--- config.mk ---
export PLATFORM = sky130hd
export DESIGN_NAME = decode_stage
export DESIGN_NICKNAME = d
export VERILOG_FILES = /design/src/rtl/decode_stage.sv
export SDC_FILE = /design/constraint.sdc
export NUM_CORES = 1
export LEC_CHECK = 0
export ABC_CLOCK_PERIOD_IN_PS = 2780
export BUFFER_PORTS_ARGS = -buffer_cell sky130_fd_sc_hd__buf_2
export CAP_MARGIN = 20
export CORE_ASPECT_RATIO = 1.2
export CORE_MARGIN = 1.5
export CORE_UTILIZATION = 54
export CTS_BUF_LIST = sky130_fd_sc_hd__clkbuf_8
export CTS_CLUSTER_SIZE = 8
export DETAILED_ROUTE_END_ITERATION = 16
export GPL_ROUTABILITY_DRIVEN = 0
export GPL_TIMING_DRIVEN = 0
export PLACE_DENSITY = 0.87
export SLEW_MARGIN = 0
export SYNTH_ARGS = -nofsm -noshare
export SYNTH_HDL_FRONTEND = slang
export SYNTH_SLANG_ARGS = --single-unit
--- constraint.sdc ---
create_clock -name clk -period 2.78 [get_ports clk]
set_clock_uncertainty 0.1 [all_clocks]
set_input_delay 0.278 -clock clk [delete_from_list [all_inputs] [get_ports clk]]
set_output_delay 0.278 -clock clk [all_outputs]
set_load 0.02 [all_outputs]
--- src/rtl/decode_stage.sv ---
// decode_stage: registered instruction decoder between fetch and execute.
// Splits a raw instruction into rs1/rs2/fn/imm, classifies the operation, flags
// illegal encodings and sign-extends the immediate. A two-entry skid buffer
// (output register + skid register) sustains one bundle per cycle under
// backpressure; inReady depends only on registered state.
// Optional build macro DECODE_ILLEGAL_CNT_EN adds the saturating illegalCnt output.
module decode_stage #(
    parameter int unsigned INST_W = 8,
    parameter int unsigned REG_W  = 2,
    parameter int unsigned FN_W   = 4,
    parameter int unsigned DATA_W = 16,
    parameter int unsigned CNT_W  = 8
) (
    input  logic                     clk,
    input  logic                     rstN,
    input  logic                     flush,
    input  logic                     inValid,
    output logic                     inReady,
    input  logic [INST_W-1:0]        instIn,
    output logic                     outValid,
    input  logic                     outReady,
    output logic [REG_W-1:0]         rs1,
    output logic [REG_W-1:0]         rs2,
    output logic [FN_W-1:0]          fn,
    output logic [INST_W-FN_W-1:0]   imm,
    output logic [DATA_W-1:0]        immExt,
    output logic [2:0]               opClass,
    output logic                     altMode,
    output logic                     isBranch,
    output logic                     isMem,
    output logic                     illegal
`ifdef DECODE_ILLEGAL_CNT_EN
    ,
    output logic [CNT_W-1:0]         illegalCnt
`endif
);

    localparam int unsigned IMM_W = INST_W - FN_W;
    // rs1, rs2, fn, imm, immExt, opClass, altMode, isBranch, isMem, illegal
    localparam int unsigned BUN_W = 2 * REG_W + FN_W + IMM_W + DATA_W + 3 + 4;

    localparam logic [2:0] OpBlt   = 3'd1;
    localparam logic [2:0] OpLoad  = 3'd2;
    localparam logic [2:0] OpBeq   = 3'd5;
    localparam logic [2:0] OpStore = 3'd6;
    localparam logic [2:0] OpJump  = 3'd7;

    // Reject parameter sets whose fields cannot be carved out of the instruction.
    if (INST_W < 2 * REG_W + FN_W) begin : g_bad_inst_w
        $error("decode_stage: INST_W must be >= 2*REG_W + FN_W");
    end
    if (FN_W < 4) begin : g_bad_fn_w
        $error("decode_stage: FN_W must be >= 4");
    end
    if (DATA_W < IMM_W) begin : g_bad_data_w
        $error("decode_stage: DATA_W must be >= INST_W - FN_W");
    end
    if (CNT_W < 1) begin : g_bad_cnt_w
        $error("decode_stage: CNT_W must be >= 1");
    end

    logic [REG_W-1:0]  w_rs1;
    logic [REG_W-1:0]  w_rs2;
    logic [FN_W-1:0]   w_fn;
    logic [IMM_W-1:0]  w_imm;
    logic [DATA_W-1:0] w_imm_ext;
    logic [2:0]        w_op_class;
    logic              w_alt_mode;
    logic              w_illegal;
    logic              w_is_branch;
    logic              w_is_mem;
    logic [BUN_W-1:0]  w_bundle;

    logic              w_load_out;
    logic              w_accept;
    logic              w_consume;

    logic              r_out_valid;
    logic              r_skid_valid;
    logic [BUN_W-1:0]  r_out_bundle;
    logic [BUN_W-1:0]  r_skid_bundle;

    // Combinational decode of the incoming instruction.
    always_comb begin
        w_rs1      = instIn[INST_W-1 -: REG_W];
        w_rs2      = instIn[INST_W-1-REG_W -: REG_W];
        w_fn       = instIn[FN_W-1:0];
        w_imm      = instIn[INST_W-1:FN_W];
        w_imm_ext  = {DATA_W{w_imm[IMM_W-1]}};
        w_imm_ext[IMM_W-1:0] = w_imm;
        w_op_class = w_fn[2:0];
        w_alt_mode = w_fn[3];
        // fn = x111 with alt set has no meaning; wider fn fields reserve upper bits.
        w_illegal  = (w_fn[3:0] == 4'hF) || ((w_fn >> 4) != '0);
        w_is_branch = ((w_op_class == OpBlt) || (w_op_class == OpBeq) ||
                       (w_op_class == OpJump)) && !w_illegal;
        w_is_mem    = ((w_op_class == OpLoad) || (w_op_class == OpStore)) && !w_illegal;
        w_bundle    = {w_rs1, w_rs2, w_fn, w_imm, w_imm_ext, w_op_class,
                       w_alt_mode, w_is_branch, w_is_mem, w_illegal};
    end

    // Handshake terms: skid full blocks input, flush discards the input.
    always_comb begin
        w_load_out = !r_out_valid || outReady;
        w_accept   = inValid && !r_skid_valid && !flush;
        w_consume  = r_out_valid && outReady;
    end

    // Occupancy of the output and skid slots; flush empties both.
    always_ff @(posedge clk or negedge rstN) begin
        if (!rstN) begin
            r_out_valid  <= 1'b0;
            r_skid_valid <= 1'b0;
        end else if (flush) begin
            r_out_valid  <= 1'b0;
            r_skid_valid <= 1'b0;
        end else if (w_load_out) begin
            r_out_valid  <= r_skid_valid || w_accept;
            r_skid_valid <= 1'b0;
        end else if (w_accept) begin
            r_skid_valid <= 1'b1;
        end
    end

    // Bundle data: output refills from skid first to keep FIFO order.
    always_ff @(posedge clk or negedge rstN) begin
        if (!rstN) begin
            r_out_bundle  <= '0;
            r_skid_bundle <= '0;
        end else if (!flush) begin
            if (w_load_out) begin
                if (r_skid_valid) begin
                    r_out_bundle <= r_skid_bundle;
                end else if (w_accept) begin
                    r_out_bundle <= w_bundle;
                end
            end else if (w_accept) begin
                r_skid_bundle <= w_bundle;
            end
        end
    end

    assign inReady  = !r_skid_valid;
    assign outValid = r_out_valid;
    assign {rs1, rs2, fn, imm, immExt, opClass, altMode, isBranch, isMem, illegal} = r_out_bundle;

`ifdef DECODE_ILLEGAL_CNT_EN
    logic [CNT_W-1:0] r_illegal_cnt;

    // Saturating count of consumed illegal bundles; only reset clears it.
    always_ff @(posedge clk or negedge rstN) begin
        if (!rstN) begin
            r_illegal_cnt <= '0;
        end else if (w_consume && illegal && (r_illegal_cnt != '1)) begin
            r_illegal_cnt <= r_illegal_cnt + 1'b1;
        end
    end

    assign illegalCnt = r_illegal_cnt;
`else
    logic w_consume_unused;
    assign w_consume_unused = w_consume;
`endif

endmodule

==> results of run 1 <==
## per-layer routing
metal  vias to the layer above  routed length, um
met5                         -                  0
met4                         0                 31
met3                         4                133
met2                        34               1310
met1                       430                945
li1                        428                  -
## per-stage QoR
stage / utilization, % / setup slack [ps]
global route: 72.2 / 1110
floorplan: - / 1210
finish: 72.2 / 1190
detailed placement: 70.0 / 1180
global placement: 70.0 / 1190
CTS: 72.2 / 1180
## final cells by class
| cell class | instances | area [sq um] | area share, % |
|---|---|---|---|
| Buffer | 28 | 225 | 13.5 |
| Clock buffer | 3 | 41.3 | 2.48 |
| Inverter | 3 | 11.3 | 0.676 |
| Multi-Input combinational cell | 47 | 493 | 29.6 |
| Sequential cell | 24 | 601 | 36.1 |
| Tap cell | 31 | 38.8 | 2.33 |
| Timing Repair Buffer | 50 | 255 | 15.3 |
## what timing repair did
item,CTS,global route
hold buffers,1,0
hold endpoints to repair,24,0
endpoints found under the setup margin,0,0
## placed cells by master, fill, tap and decap left out, types with 2 or more instances in the layout
cell      instances
buf_2            49
clkbuf_8          3
inv_1             3
buf_4            24
mux2i_1           3
buf_6             4
o21ai_0           2
mux2_4            8
nand2_1           2
mux2_2           20
nand2b_1          2
nor2_1            2
dfrtp_1          24
## sequential cells by signal, summed over array words and instances (netlist names)
| signal | count |
|---|---|
| outValid | 1 |
| r_out_bundle | 11 |
| r_skid_bundle | 11 |
| r_skid_valid | 1 |
## worst register-to-register path: cells and delay by family, from the launching register on
family / cells / cell delay, ps
simple gates: 1 / 320
flops: 1 / 370
buf+inv: 2 / 380
mux: 1 / 320
## power by group through the flow
stage,Clock [mW],Combinational [mW],Sequential [mW]
6_report,0.197,0.449,0.472
5_1_grt,0.213,0.477,0.483
4_1_cts,0.204,0.454,0.473
3_5_place_dp,0,0.451,0.478
3_3_place_gp,0,0.440,0.471
2_1_floorplan,0,0.289,0.504
## worst paths after layout
| path | slack (ps) | cells past startpoint | to | startpoint |
|---|---|---|---|---|
| worst max register to register | 1190 | 4 | r_skid_bundle[2] | r_skid_valid |
| worst min register to register | 410 | 1 | r_out_bundle[0] | r_out_bundle[0] |
| max in group asynchronous | 1790 | 2 | r_out_bundle[24] | rstN |
| worst min-delay path | 120 | 2 | outValid | flush |
| worst max-delay path | 1190 | 4 | r_skid_bundle[2] | r_skid_valid |
| min in group asynchronous | 430 | 2 | r_out_bundle[28] | rstN |
## cells by family after synthesis
logic type	count (synthesis)
AOI/OAI and AO/OA	6
and+or+nand+nor	10
muxes	31
DFF	24
buffers and inverters	31
==> impl_results.md, run 1 <==
* Vias per cell at 4.82
* Final wirelength at 2.43 mm
* Finished Layout Cells at 186
* Power Density at 671 mW/mm^2
* Post-Syn Area at 0.00133 sq mm
* Top cell by count, worst path: buf_6
* Hold Path Class: in -> reg
* Reg clk slew, reported paths at 80 ps
* Die Wd at 48.3 um
* CP Data Required Time at 2830 ps
* Setup bufs post-CTS at 0
* Buffers plus inverters on the worst setup path at 2
* Final setup TNS at 0 ps
* Grt total ovfl at 0
* Compound-Gate Fraction of Synth Area at 3.01%
* Met2 Resource Use GR at 36.1%
* Crit share post-route at 57.4%
* Post-DP HPWL at 1.82 mm
* Routed wire per std cell at 13.0 um
* Mux share of post-synthesis cell area at 28.2%
* Max clock buf depth at 2
* Fin. max-slew vios at 0
* Share of post-route cells with drive strength above 1 at 71.6%
* Drt first pass iters at 4
* Critical path's top delay family: buffers and inverters
* TritonCTS buffer count at 3
* Met1 usage in global routing at 21.4%
* Hold slack at 121 ps
* Area after DPL at 0.00161 sq mm
* Drt drc at 0
* Largest net degree at the start of global routing at 25
* Post-route cell area at 0.00167 sq mm
* Std-Cell Rows at 19
* Power share of the clock group at 17.6%
* PostCTS Resize Cnt at 0
* RSZ-0062 raised after global routing: false
* Core box area at 0.00231 sq mm
* Syn avg cell area at 13.0 sq um
* Synth Area in XOR/XNOR at 0%
* Post-placement cell count at 182
* YS warnings at 0
* Dominant synthesized flop cell: dfrtp_1
* Status: completed
* Die area at 0.00277 sq mm
* Via count at 896
* Final setup violation count at 0
* Ant diodes at 0
* Crit path launch type: register
* Commonest cells post-synth: buf_4, dfrtp_1, mux2_2, mux2_4, buf_6
* Logic pwr share at 40.2%
* Slowest CP cell: dfrtp_1
* Leakage at 0.844 nW
* Cells along the critical path: buf_6 > nor4b_4 > buf_6 > mux2_4
* Met3 Usage GRT at 3.14%
* Sequential share of the synthesized area at 45.2%
* Die Ht at 57.4 um
* Clk root buf: clkbuf_8
* Yosys reg bits at 24
* GR peak layer: met2
* Layout area overhead at 25.2%
* Sw Ratio at 33.3%
* Slowest cell delay on critical path at 370 ps
* Worst-margin pin slew at 535 ps
* Post-Syn Instances at 102
* Period minus WS final at 1590 ps
* Ys async rst share at 100%
* Final hold vios at 0
* CTS tree: built
* First-pass GRT wire length at 4.06 mm
* Initial Util at 57.7%
* Synth top area share at 45.2%
* Worst slew margin at 64.3%
* Arrival time at the worst endpoint at 1640 ps
* DRT iter0 DRCs at 8
* Max Cap Violations at 0
* Leading area contributor after synthesis: dfrtp_1
* Port buffer count at 49
* Post-Synth Adder-Cell Area at 0%
* GRT Overall Usage at 19.0%
* Crit end category: register
* VDD IR max at 0.556 mV
* Fillers at 161
* Number of synthesized flops with an enable pin at 0
* Vias in the first global route at 893
* Main combinational cell family by area after synthesis: multiplexers
* CTS HTree Levels at 1
* Total Nets Final at 170
* Clk sink count at 24
* Seq pwr share at 42.2%
* IO Pins at 50
* Remaining antenna violation count at 0
* Internal power at 0.746 mW
* Post-synthesis net count at 115
* Synth area leaders: dfrtp_1, mux2_2, buf_4, mux2_4, buf_6
* Simple-gate portion of the synthesized area at 5.83%
* WS Path Type: reg -> reg
* Crit-path max FO at 10
* Netlist cell types at 19
* Max Freq at 627 MHz
* Switching power total at 0.372 mW
* Initial antenna violation count at 0
* Tot Pwr at 1.12 mW
* Clk_lat worst skew at 260 ps
Power figures use the tool's default switching activity.
==> inputs of run 2 (changes only) <==
--- a/config.mk
+++ b/config.mk
@@ -5,18 +5,18 @@
 export SDC_FILE = /design/constraint.sdc
 export NUM_CORES = 1
 export LEC_CHECK = 0
-export ABC_CLOCK_PERIOD_IN_PS = 2780
+export ABC_CLOCK_PERIOD_IN_PS = 1400
 export BUFFER_PORTS_ARGS = -buffer_cell sky130_fd_sc_hd__buf_2
 export CAP_MARGIN = 20
 export CORE_ASPECT_RATIO = 1.2
 export CORE_MARGIN = 1.5
-export CORE_UTILIZATION = 54
+export CORE_UTILIZATION = 45
 export CTS_BUF_LIST = sky130_fd_sc_hd__clkbuf_8
 export CTS_CLUSTER_SIZE = 8
 export DETAILED_ROUTE_END_ITERATION = 16
 export GPL_ROUTABILITY_DRIVEN = 0
 export GPL_TIMING_DRIVEN = 0
-export PLACE_DENSITY = 0.87
+export PLACE_DENSITY = 0.77
 export SLEW_MARGIN = 0
 export SYNTH_ARGS = -nofsm -noshare
 export SYNTH_HDL_FRONTEND = slang
==> constraint.sdc (replaced) <==
create_clock -name clk -period 1.4 [get_ports clk]
set_clock_uncertainty 0.1 [all_clocks]
set_input_delay 0.14 -clock clk [delete_from_list [all_inputs] [get_ports clk]]
set_output_delay 0.14 -clock clk [all_outputs]
set_load 0.02 [all_outputs]
==> run 2 against run 1 <==
  * Clock power is 140% higher
  * The flow now finishes with violations (negative setup slack)
  * Largest power group is now combinational cells
  * Non-clock buffer count is 7 higher
  * Worst hold slack worse by 100 ps
  * Critical path depth stayed put
  * Combinational power is 110% higher
  * Highest routed layer unchanged
  * Flip-flop and latch count stayed put
  * Clock-buffer cell count is 1 higher
==> impl_results.md, run 2 (synthesis results as in run 1) <==
* Vias in the first global route at 927
* CTS tree: built
* Hold Path Class: in -> reg
* Slowest cell delay on critical path at 380 ps
* Initial antenna violation count at 0
* Cells along the critical path: buf_6 > nor4b_4 > buf_6 > mux2_4
* Top cell by count, worst path: buf_6
* TritonCTS buffer count at 3
* Die Wd at 52.6 um
* Fillers at 220
* Port buffer count at 49
* Setup ws final at -129 ps
* Core box area at 0.00281 sq mm
* Power Density at 1300 mW/mm^2
* Clk sink count at 24
* Layout area overhead at 36.5%
* Area after DPL at 0.00163 sq mm
* Post-route cell area at 0.00182 sq mm
* Clk root buf: clkbuf_8
* Final setup TNS at -1980 ps
* Crit path launch type: register
* Finished Layout Cells at 197
* First-pass GRT wire length at 4.29 mm
* Max Cap Violations at 0
* Total Nets Final at 177
* Top Registers: r_out_bundle (11), r_skid_bundle (11)
* Max Freq at 654 MHz
* RSZ-0062 raised after global routing: true
* Fin. max-slew vios at 0
* GRT Overall Usage at 17.3%
* Std-Cell Rows at 21
* Arrival time at the worst endpoint at 1590 ps
* Most frequent cells in the layout: buf_2, buf_4, dfrtp_1
* Initial Util at 47.3%
* Leakage at 0.937 nW
* WS Path Type: reg -> reg
* Drt first pass iters at 3
* CTS HTree Levels at 1
* Final setup violation count at 20
* Status: complete, but fails checks
* Grt total ovfl at 0
* Crit share post-route at 109%
* Slowest CP cell: dfrtp_1
* Crit end category: register
* Routed wire per std cell at 12.9 um
* Die area at 0.00329 sq mm
* Largest net degree at the start of global routing at 25
* Vias per cell at 4.70
* Post-placement cell count at 185
* Remaining antenna violation count at 0
* Reg clk slew, reported paths at 80 ps
* Share of post-route cells with drive strength above 1 at 74.8%
* Worst-margin pin slew at 542 ps
* Max clock buf depth at 2
* Hold slack at 16.6 ps
* Worst slew margin at 63.9%
* Final hold vios at 0
* Drt drc at 0
* CP Data Required Time at 1460 ps
* Ant diodes at 0
* Period minus WS final at 1530 ps
* Place WS at -183 ps
* IO Pins at 50
* DRT iter0 DRCs at 11
* Commonest non-fill, non-tap cell in the layout: buf_2
* Final wirelength at 2.54 mm
* VDD IR max at 0.811 mV
* Tot Pwr at 2.35 mW
* Crit-path max FO at 5
* Post-DP HPWL at 1.76 mm
* Clk_lat worst skew at 270 ps
* Core Util, Final at 64.6%
* Via count at 926
* Die Ht at 62.6 um
* Failing checks: negative setup slack
## run 2: cell types whose count changed in the layout (fill, tap and decap cells not counted), moves of 2 or more
cell / delta
dfrtp_2: +2
dfrtp_1: -2
buf_6: +3
buf_4: +3
mux2_2: -11
mux2_4: +11
## run 2: where the power goes
part	switching (mW)	internal, mW
Sequential	0.104	0.833
Combinational	0.438	0.504
Clock	0.221	0.251
## run 2: cell type report
cell class / instances / area (sq um) / area share (%)
Tap cell: 34 / 42.5 / 2.34
Timing Repair Buffer: 57 / 328 / 18.1
Inverter: 3 / 11.3 / 0.620
Clock buffer: 4 / 55.1 / 3.03
Buffer: 28 / 234 / 12.9
Multi-Input combinational cell: 47 / 542 / 29.8
Sequential cell: 24 / 603 / 33.2
## run 2: metal layers
metal	GRT usage, %	up-vias	share of wire [%]
met5	0	-	0
met4	7.69	0	1.9
met3	1.91	5	4.9
met2	28.4	33	51
met1	22.5	447	42
li1	-	441	-
## run 2: timing repair
action                                 in CTS  in global routing
cloned                                      1                  0
endpoints found under the hold margin      25                  0
buffers inserted                            5                  0
pin swaps                                   1                  0
resized for setup                          16                  5
setup endpoints to repair                  36                 23
hold buffers                                2                  0
## run 2: path summary, 6_finish.rpt
check | from | end | slack [ps] | cells after the start
worst min-delay path | instIn[4] | r_skid_bundle[31] | 20 | 2
worst min register to register | r_out_bundle[2] | r_out_bundle[2] | 420 | 1
max in group asynchronous | rstN | outValid | 530 | 2
min in group asynchronous | rstN | r_out_bundle[30] | 270 | 2
worst max-delay path | r_skid_valid | r_skid_bundle[2] | -130 | 4
worst max register to register | r_skid_valid | r_skid_bundle[2] | -130 | 4
## run 2: critical path, delay by kind of cell (launching register included)
| family | cells | cell delay [ps] |
|---|---|---|
| muxes | 1 | 300 |
| and+or+nand+nor | 1 | 320 |
| DFF | 1 | 380 |
| buffers and inverters | 2 | 320 |
